[config.mk]
export PLATFORM = sky130hd
export DESIGN_NAME = arm_multicycle_ctrl
export DESIGN_NICKNAME = d
export VERILOG_FILES = /design/src/rtl/arm_multicycle_ctrl.sv
export SDC_FILE = /design/constraint.sdc
export NUM_CORES = 1
export LEC_CHECK = 0
export BUFFER_PORTS_ARGS = -buffer_cell sky130_fd_sc_hd__buf_4
export CORE_MARGIN = 2
export CORE_UTILIZATION = 53
export CTS_CLUSTER_SIZE = 40
export DETAILED_ROUTE_END_ITERATION = 10
export PLACE_DENSITY_LB_ADDON = 0.12
export SLEW_MARGIN = 20
export SYNTH_ARGS = -nofsm -noshare
export SYNTH_HDL_FRONTEND = slang
export SYNTH_SLANG_ARGS = --single-unit
[constraint.sdc]
create_clock -name clk -period 3.6 [get_ports clk]
set_input_delay 0.72 -clock clk [delete_from_list [all_inputs] [get_ports clk]]
set_output_delay 0.72 -clock clk [all_outputs]
set_load 0.01 [all_outputs]
[src/rtl/arm_multicycle_ctrl.sv]
// -----------------------------------------------------------------------------
// arm_multicycle_ctrl
//   Main controller for a multicycle ARM-subset datapath with a shared memory.
//   A registered FSM walks each instruction through FETCH/DECODE and then
//   memory, data-processing or branch states. It holds the NZCV flag register,
//   evaluates all 16 condition codes, waits on a memory-ready handshake with an
//   optional bus timeout, and reports undecodable instructions.
//
// Optional feature macro: ARM_CTRL_LINK_EN
//   defined   : BL (funct[4]=1 in BRANCH) also asserts link_write
//   undefined : link_write is tied low and BL behaves as a plain B
//
// Parameters
//   ALU_OP_W    alu_control width (0=ADD 1=SUB 2=AND 3=ORR)
//   TIMEOUT_CYC max cycles to wait for mem_ready, 0 = wait forever
//   CNT_W       timeout counter width (TIMEOUT_CYC < 2**CNT_W)
//
// Ports
//   clk, reset      rising-edge clock, synchronous active-high reset
//   i_cond/i_op/i_funct  instruction register fields [31:28]/[27:26]/[25:20]
//   i_alu_flags     NZCV produced by the ALU during the execute cycle
//   i_mem_ready     memory accepts/returns data this cycle
//   o_flags_q       registered NZCV
//   o_pc_write, o_ir_write, o_mem_write, o_reg_write, o_link_write  strobes
//   o_adr_src, o_result_src, o_alu_src_a, o_alu_src_b, o_imm_src,
//   o_reg_src, o_alu_control  datapath multiplexer / operation selects
//   o_illegal       one-cycle pulse in DECODE for an undecodable instruction
//   o_bus_err       one-cycle pulse when a handshake wait times out
// -----------------------------------------------------------------------------
module arm_multicycle_ctrl #(
  parameter int ALU_OP_W    = 2,
  parameter int TIMEOUT_CYC = 0,
  parameter int CNT_W       = 8
) (
  input  logic                clk,
  input  logic                reset,
  input  logic [3:0]          i_cond,
  input  logic [1:0]          i_op,
  input  logic [5:0]          i_funct,
  input  logic [3:0]          i_alu_flags,
  input  logic                i_mem_ready,
  output logic [3:0]          o_flags_q,
  output logic                o_pc_write,
  output logic                o_ir_write,
  output logic                o_adr_src,
  output logic                o_mem_write,
  output logic [1:0]          o_result_src,
  output logic [1:0]          o_alu_src_a,
  output logic [1:0]          o_alu_src_b,
  output logic [1:0]          o_imm_src,
  output logic [1:0]          o_reg_src,
  output logic                o_reg_write,
  output logic                o_link_write,
  output logic [ALU_OP_W-1:0] o_alu_control,
  output logic                o_illegal,
  output logic                o_bus_err
);

  typedef enum logic [3:0] {
    S_FETCH, S_DECODE, S_MEMADR, S_MEMRD, S_MEMWB,
    S_MEMWR, S_EXECR, S_EXECI, S_ALUWB, S_BRANCH
  } state_t;

  localparam logic [CNT_W-1:0] TO_LAST =
    CNT_W'((TIMEOUT_CYC == 0) ? 0 : TIMEOUT_CYC - 1);

  // ---------------------------------------------------------------------------
  // Registers
  // ---------------------------------------------------------------------------
  state_t               r_state;
  logic [3:0]           r_flags;
  logic [CNT_W-1:0]     r_cnt;
  logic                 r_pc_write_br;
  logic                 r_adr_src;
  logic                 r_mem_write;
  logic [1:0]           r_result_src;
  logic [1:0]           r_alu_src_a;
  logic [1:0]           r_alu_src_b;
  logic [1:0]           r_imm_src;
  logic [1:0]           r_reg_src;
  logic                 r_reg_write;
  logic [ALU_OP_W-1:0]  r_alu_control;
`ifdef ARM_CTRL_LINK_EN
  logic                 r_link_write;
`endif

  // ---------------------------------------------------------------------------
  // Instruction decode
  // ---------------------------------------------------------------------------
  logic [3:0] w_cmd;
  logic       w_cmd_legal;
  logic       w_cmd_logic;
  logic [1:0] w_cmd_alu;
  logic       w_is_cmp;
  logic       w_is_mov;

  assign w_cmd    = i_funct[4:1];
  assign w_is_cmp = (w_cmd == 4'b1010);
  assign w_is_mov = (w_cmd == 4'b1101);

  always_comb begin
    w_cmd_legal = 1'b1;
    w_cmd_logic = 1'b0;
    w_cmd_alu   = 2'd0;
    case (w_cmd)
      4'b0100: w_cmd_alu = 2'd0;                          // ADD
      4'b0010: w_cmd_alu = 2'd1;                          // SUB
      4'b0000: begin w_cmd_alu = 2'd2; w_cmd_logic = 1'b1; end  // AND
      4'b1100: begin w_cmd_alu = 2'd3; w_cmd_logic = 1'b1; end  // ORR
      4'b1010: w_cmd_alu = 2'd1;                          // CMP is a SUB
      4'b1101: begin w_cmd_alu = 2'd0; w_cmd_logic = 1'b1; end  // MOV: 0 + op2
      default: w_cmd_legal = 1'b0;
    endcase
  end

  // Condition check: even codes test a base predicate, odd codes its inverse.
  // 1110 (AL) always passes; 1111 is reported as illegal separately.
  logic w_n, w_z, w_c, w_v;
  logic w_cond_base;
  logic w_cond_pass;

  assign {w_n, w_z, w_c, w_v} = r_flags;

  always_comb begin
    w_cond_base = 1'b1;
    case (i_cond[3:1])
      3'd0: w_cond_base = w_z;
      3'd1: w_cond_base = w_c;
      3'd2: w_cond_base = w_n;
      3'd3: w_cond_base = w_v;
      3'd4: w_cond_base = w_c & ~w_z;
      3'd5: w_cond_base = (w_n == w_v);
      3'd6: w_cond_base = ~w_z & (w_n == w_v);
      default: w_cond_base = 1'b1;
    endcase
  end

  assign w_cond_pass = (i_cond[3:1] == 3'b111) ? 1'b1 : (w_cond_base ^ i_cond[0]);

  logic w_decode_illegal;
  assign w_decode_illegal = (i_cond == 4'b1111) ||
                            (w_cond_pass && ((i_op == 2'b11) ||
                                             ((i_op == 2'b00) && !w_cmd_legal)));

  // ---------------------------------------------------------------------------
  // Handshake wait and timeout
  // ---------------------------------------------------------------------------
  logic w_is_wait;
  logic w_timeout;
  logic [CNT_W-1:0] w_cnt_next;

  assign w_is_wait = (r_state == S_FETCH) || (r_state == S_MEMRD) || (r_state == S_MEMWR);
  assign w_timeout = (TIMEOUT_CYC != 0) && w_is_wait && !i_mem_ready && (r_cnt == TO_LAST);

  // Counter only runs while stalled; any progress or timeout restarts it.
  always_comb begin
    w_cnt_next = '0;
    if ((TIMEOUT_CYC != 0) && w_is_wait && !i_mem_ready && !w_timeout)
      w_cnt_next = r_cnt + CNT_W'(1);
  end

  // ---------------------------------------------------------------------------
  // Next state and flag update
  // ---------------------------------------------------------------------------
  state_t     w_state_next;
  logic [3:0] w_flags_next;

  always_comb begin
    w_state_next = r_state;
    case (r_state)
      S_FETCH:  if (i_mem_ready) w_state_next = S_DECODE;
      S_DECODE: begin
        if (w_decode_illegal || !w_cond_pass) w_state_next = S_FETCH;
        else begin
          case (i_op)
            2'b01:   w_state_next = S_MEMADR;
            2'b00:   w_state_next = i_funct[5] ? S_EXECI : S_EXECR;
            2'b10:   w_state_next = S_BRANCH;
            default: w_state_next = S_FETCH;
          endcase
        end
      end
      S_MEMADR: w_state_next = i_funct[0] ? S_MEMRD : S_MEMWR;
      S_MEMRD: begin
        if (i_mem_ready)    w_state_next = S_MEMWB;
        else if (w_timeout) w_state_next = S_FETCH;
      end
      S_MEMWR:  if (i_mem_ready || w_timeout) w_state_next = S_FETCH;
      S_EXECR, S_EXECI: w_state_next = w_is_cmp ? S_FETCH : S_ALUWB;
      S_MEMWB, S_ALUWB, S_BRANCH: w_state_next = S_FETCH;
      default:  w_state_next = S_FETCH;
    endcase
  end

  // Logical ops (AND/ORR/MOV) leave C and V untouched.
  always_comb begin
    w_flags_next = r_flags;
    if (((r_state == S_EXECR) || (r_state == S_EXECI)) && (i_funct[0] || w_is_cmp)) begin
      if (w_cmd_logic) w_flags_next = {i_alu_flags[3:2], r_flags[1:0]};
      else             w_flags_next = i_alu_flags;
    end
  end

  // ---------------------------------------------------------------------------
  // FSM: state, flags, counter and Moore outputs registered from next state
  // ---------------------------------------------------------------------------
  always_ff @(posedge clk) begin
    if (reset) begin
      r_state       <= S_FETCH;
      r_flags       <= 4'b0000;
      r_cnt         <= '0;
      r_pc_write_br <= 1'b0;
      r_adr_src     <= 1'b0;
      r_mem_write   <= 1'b0;
      r_result_src  <= 2'd0;
      r_alu_src_a   <= 2'd1;
      r_alu_src_b   <= 2'd2;
      r_imm_src     <= 2'd0;
      r_reg_src     <= 2'd0;
      r_reg_write   <= 1'b0;
      r_alu_control <= '0;
`ifdef ARM_CTRL_LINK_EN
      r_link_write  <= 1'b0;
`endif
    end else begin
      r_state       <= w_state_next;
      r_flags       <= w_flags_next;
      r_cnt         <= w_cnt_next;
      r_pc_write_br <= 1'b0;
      r_adr_src     <= 1'b0;
      r_mem_write   <= 1'b0;
      r_result_src  <= 2'd0;
      r_alu_src_a   <= 2'd0;
      r_alu_src_b   <= 2'd0;
      r_imm_src     <= 2'd0;
      r_reg_src     <= 2'd0;
      r_reg_write   <= 1'b0;
      r_alu_control <= '0;
`ifdef ARM_CTRL_LINK_EN
      r_link_write  <= 1'b0;
`endif
      case (w_state_next)
        S_FETCH: begin
          r_alu_src_a <= 2'd1;
          r_alu_src_b <= 2'd2;
        end
        S_EXECR, S_EXECI: begin
          r_alu_src_a   <= w_is_mov ? 2'd2 : 2'd0;
          r_alu_src_b   <= (w_state_next == S_EXECI) ? 2'd1 : 2'd0;
          r_alu_control <= ALU_OP_W'(w_cmd_alu);
        end
        S_ALUWB: r_reg_write <= 1'b1;
        S_MEMADR: begin
          r_alu_src_b   <= 2'd1;
          r_imm_src     <= 2'd1;
          r_alu_control <= i_funct[3] ? ALU_OP_W'(0) : ALU_OP_W'(1);
        end
        S_MEMRD: r_adr_src <= 1'b1;
        S_MEMWB: begin
          r_reg_write  <= 1'b1;
          r_result_src <= 2'd1;
        end
        S_MEMWR: begin
          r_adr_src   <= 1'b1;
          r_mem_write <= 1'b1;
          r_reg_src   <= 2'b10;
        end
        S_BRANCH: begin
          r_alu_src_a   <= 2'd1;
          r_alu_src_b   <= 2'd1;
          r_imm_src     <= 2'd2;
          r_result_src  <= 2'd2;
          r_pc_write_br <= 1'b1;
`ifdef ARM_CTRL_LINK_EN
          r_link_write  <= i_funct[4];
`endif
        end
        default: ;
      endcase
    end
  end

  // ---------------------------------------------------------------------------
  // Outputs. Handshake-qualified strobes depend on this cycle's mem_ready;
  // every write strobe is suppressed while reset is asserted.
  // ---------------------------------------------------------------------------
  logic w_fetch_go;
  assign w_fetch_go = (r_state == S_FETCH) && i_mem_ready;

  assign o_flags_q     = r_flags;
  assign o_ir_write    = w_fetch_go & ~reset;
  assign o_pc_write    = (w_fetch_go | r_pc_write_br) & ~reset;
  assign o_adr_src     = r_adr_src;
  assign o_mem_write   = r_mem_write & ~reset;
  assign o_result_src  = r_result_src;
  assign o_alu_src_a   = r_alu_src_a;
  assign o_alu_src_b   = r_alu_src_b;
  assign o_imm_src     = r_imm_src;
  assign o_reg_src     = r_reg_src;
  assign o_reg_write   = r_reg_write & ~reset;
  assign o_alu_control = r_alu_control;
  assign o_illegal     = (r_state == S_DECODE) && w_decode_illegal && !reset;
  assign o_bus_err     = w_timeout & ~reset;
`ifdef ARM_CTRL_LINK_EN
  assign o_link_write  = r_link_write & ~reset;
`else
  assign o_link_write  = 1'b0;
`endif

endmodule
======== Word level (Yosys, flattened, before mapping) ========
Cells that the tools add are included.
Widths: inputs -> output; s select.
storage, ports and cells
  flip-flop bits (word level) ............. 24
  latch bits .............................. 0
  memory bits (writable) .................. 0
  ROM bits ................................ 0
  output and inout port bits .............. 24
  memories kept ........................... 0
cells by class
  add/subtract/negate cells ............... 0
  $mul .................................... 0
  div/mod/pow operators ................... 0
  order comparisons ....................... 0
  equality and inequality tests ........... 31
  shift operators ......................... 0
  mux-type cells .......................... 27
  bitwise operators ....................... 11
  reductions and logical operators ........ 29
operator list
  operator            number
  $eq 4x3->1 const B  8
  $eq 4x4->1 const B  6
  $pmux 4 s6          1
  $eq 4x2->1 const B  5
  $mux 4              5
  $pmux 2 s2          4
  $reduce_or 2->1     7
  $eq 3x3->1 const B  4
  $logic_not 4->1     3
  $pmux 2 s3          2
  $pmux 4 s3          1
  $mux 1              10
  $pmux 1 s7          1
  $and 1x1->1         6
  $eq 3x2->1 const B  2
  $logic_and 1x1->1   6
  $reduce_or 6->1     1
  $logic_or 1x1->1    5
  $eq 2x2->1 const B  2
  $eq 4x1->1 const B  1
  $mux 2              2
  $eq 3x1->1 const B  1
  $logic_not 1->1     3
  $logic_not 3->1     1
  9 further kinds     11

======== Logic depth before layout (Yosys ltp) ========
  depth after elaboration ................. 14
  depth in mapped cells ................... 7
  depth with buffers taken out ............ 6

======== Worst setup path before layout ========
Ideal clock, no wire load.
  kind .................................... in2out
  start ................................... in i_cond[1]
  end ..................................... out o_illegal
  arrival time ............................ 2.032 ns
  slack ................................... 0.848 ns
  stages on the path ...................... 7
  path buffers ............................ 1
  cell sequence ........................... buf_4 > or3b_1 > a21oi_2 > nor2_1 > nor2_1 > o21ai_0 > a221oi_1
on the way
  word-level cells in the longest chain between the ends .. 8
  elaborated cells on any way between the ends .. 16
ends and longest elaborated chain
  element                              line  text
  start, declared                      37    input logic [3:0] i_cond,
  $eq 3x3->1 (tied with other cells)   126   case (i_cond[3:1])
  $pmux 1 s7                           126
  $xor 1x1->1                          138   assign w_cond_pass = (i_cond[3:1] == 3'b111) ? 1'b1 : (w_cond_base ^ i_cond[0]);
  $mux 1                               138
  $logic_and 1x1->1                    142   (w_cond_pass && ((i_op == 2'b11) ||
  $logic_or 1x1->1 (*)                 141   assign w_decode_illegal = (i_cond == 4'b1111) ||
  $logic_and 1x1->1 (*) (2 in series)  302   assign o_illegal = (r_state == S_DECODE) && w_decode_illegal && !reset;
  end, declared                        55    output logic o_illegal,
Mark *: on every way between the ends. The rest lies on a longest branch, timed or not.

======== Worst setup path in the final report ========
Ends and elaborated chain as after synthesis.

==> qor.csv <==
metric,value,unit
antenna_found_initial,0,
die_w,52.08,um
area_delta_synth_final,24.92,%
dp_cells,204,
grt_pass1_wl,4188,um
drive_above_1_share,0.3167,
fp.coreArea,2191,um^2
cts_sinks,21,
setup-tns-final,0,ns
synth_top_area_frac,0.3432,
fin_crit_sh,0.8204,
io_buffer_count,39,
postCtsSetupBuffers,0,
start_kind,input pin,
vias,1187,
leakage,0.0006565,uW
fillers,190,
required,2.88,ns
max_slew_margin,0.5842,
fin_cells,208,
ctsResizeCount,0,
synth_area_leaders,"dfxtp_1, mux2i_1, nor2_1, nand2b_1, buf_4",
tightestPinTransition,0.6151,ns
root_buffer,clkbuf_4,
viasPerCell,5.707,
synth_edf_count,0,
clk_pin_slew,0.12,ns
gr-total-overflow,0,
hpwl,2161,um
endpoint_kind,primary output,
cts_buffers,3,
hold_class,reg -> reg,
async_flop_share,0,
final_hold_viol_count,0,
synthCells,144,
ctsHoldBuffers,0,
yosysTopAreaCell,dfxtp_1,
clock.fmax,0.3386,GHz
yosysWarningCount,0,
ant_nets,0,
wire_per_inst,13.24,um
drtPass1Iterations,4,
fin_crit,2.953,ns
clock_latency,0.31,ns
cp.arrival,2.23,ns
routed_wl,2754,um
fin_worst_skew,0.004361,ns
synth.distinct_cells,46,
syn_area_per_cell,8.506,um^2
place.gp.congestion,0.8591,
dieArea,2712,um^2
grt_pass1_vias,1017,
synth_area,1225,um^2
seq_area_frac_synth,0.3432,
tritoncts,built,
total_power,448.5,uW
die_y,52.08,um
setup_violations,0,
row_count,17,
antenna_cells,0,
grt_max_degree,24,
clock_path_buffers,2,
grt_setup_unrepaired,false,
slew_violations,0,
grtUsageTotal,0.2016,
drc_errors,0,
synth_top_flop_cell,dfxtp_1,
drv_cap,0,
critPathKind,in -> out,
powerDensity,293.1,nW/um^2
status,"complete, no violations",
htree_num_levels,1,
ys_ff_latch,21,
start_util,0.5591,
io_pins,43,
drt_iter0_markers,16,
fin_nets,200,
crit_path_max_fanout,8,
peakVddDrop,0.2774,mV
registers in the layout, indices dropped and copies added, names as in the netlist:
register / cells
o_result_src: 2
r_reg_write: 1
o_imm_src: 1
o_alu_src_b: 2
o_adr_src: 1
r_pc_write_br: 1
o_alu_src_a: 2
o_flags_q: 4
r_state: 4
o_reg_src: 1
o_alu_control: 2
cell type report:
cell class,instances,area (um^2),area share
Inverter,5,18.77,0.01226
Timing Repair Buffer,39,292.8,0.1913
Tap cell,28,35.03,0.02289
Sequential cell,21,420.4,0.2747
Clock buffer,4,26.28,0.01717
Multi-Input combinational cell,111,737.0,0.4816
path summary, 6_finish.rpt:
kind,from,endpoint,slack (ns),depth (start not counted)
worst max register to register,o_flags_q[1],o_adr_src,1.12,6
worst min register to register,o_flags_q[1],o_flags_q[1],0.57,2
worst min-delay path,o_flags_q[1],o_flags_q[1],0.57,2
worst max-delay path,i_cond[1],o_illegal,0.65,7
synthesized netlist by cell type (3+ instances only):
cell and instances:
dfxtp_1 21, nor2_1 16, a21oi_1 8, nand2b_1 8, nand2_1 7, buf_4 6, mux2i_1 6, inv_1 5
nor3_1 4, o21ai_0 4, a31oi_1 3, clkbuf_1 3, nand3_1 3, nor2b_1 3, nor4_1 3, or2_2 3
or3_1 3
power by group:
group | switching (uW) | internal, uW | leakage [uW] | total, uW
combinational | 50.7 | 42.9 | 0.000471 | 93.6
clock | 71.5 | 43.3 | 0.0000150 | 115
sequential | 3.11 | 237 | 0.000170 | 240
total | 125 | 323 | 0.000657 | 449
through the flow:
stage,setup WS [ns],area (um^2),hold WS (ns),utilization
after floorplan,0.8481,1232,0.5546,-
after global placement,0.7837,1504,0.5559,0.6865
after detailed placement,0.6860,1504,0.5635,0.6865
after CTS,0.6751,1530,0.5818,0.6985
after global routing,0.4993,1530,0.6162,0.6985
final,0.6466,1530,0.5712,0.6985
logic make-up (layout without fill, tap and decap cells):
family | count (synthesis) | in the layout | synth area share
muxes | 8 | 8 | 0.06742
and+or+nand+nor | 64 | 64 | 0.3024
DFF | 21 | 21 | 0.3432
other | 1 | 3 | 0.003061
xor gates and xnor gates | 2 | 2 | 0.01430
buffers and inverters | 14 | 48 | 0.06129
AOI/OAI and AO/OA | 34 | 34 | 0.2084
placed cells by master (no fill, tap or decap), types with 3 or more instances in the layout:
master and n:
nor3_1 4, nand3_1 3, nor4_1 3, a31oi_1 3, nor2_1 16, dfxtp_1 21, nor2b_1 3, buf_4 39
clkbuf_4 3, inv_1 5, conb_1 3, o21ai_0 4, mux2i_1 6, nand2_1 7, a21oi_1 8, nand2b_1 8
or2_2 3, or3_1 3
critical path: stages:
cell and delay, ns:
buf_4 0.14, o41ai_1 0.57, nor2_1 0.12, nor2_1 0.12, o21ai_0 0.07, a221oi_1 0.31
buf_4 0.18
routing by layer:
| layer | track usage | share of wire | up-vias |
|---|---|---|---|
| met5 | 0 | 0 | - |
| met4 | 0.05702 | 0.016 | 0 |
| met3 | 0.02874 | 0.057 | 5 |
| met2 | 0.3713 | 0.49 | 37 |
| met1 | 0.2393 | 0.43 | 550 |
| li1 | - | - | 595 |
Note: power is estimated with default switching activity, not from simulation.
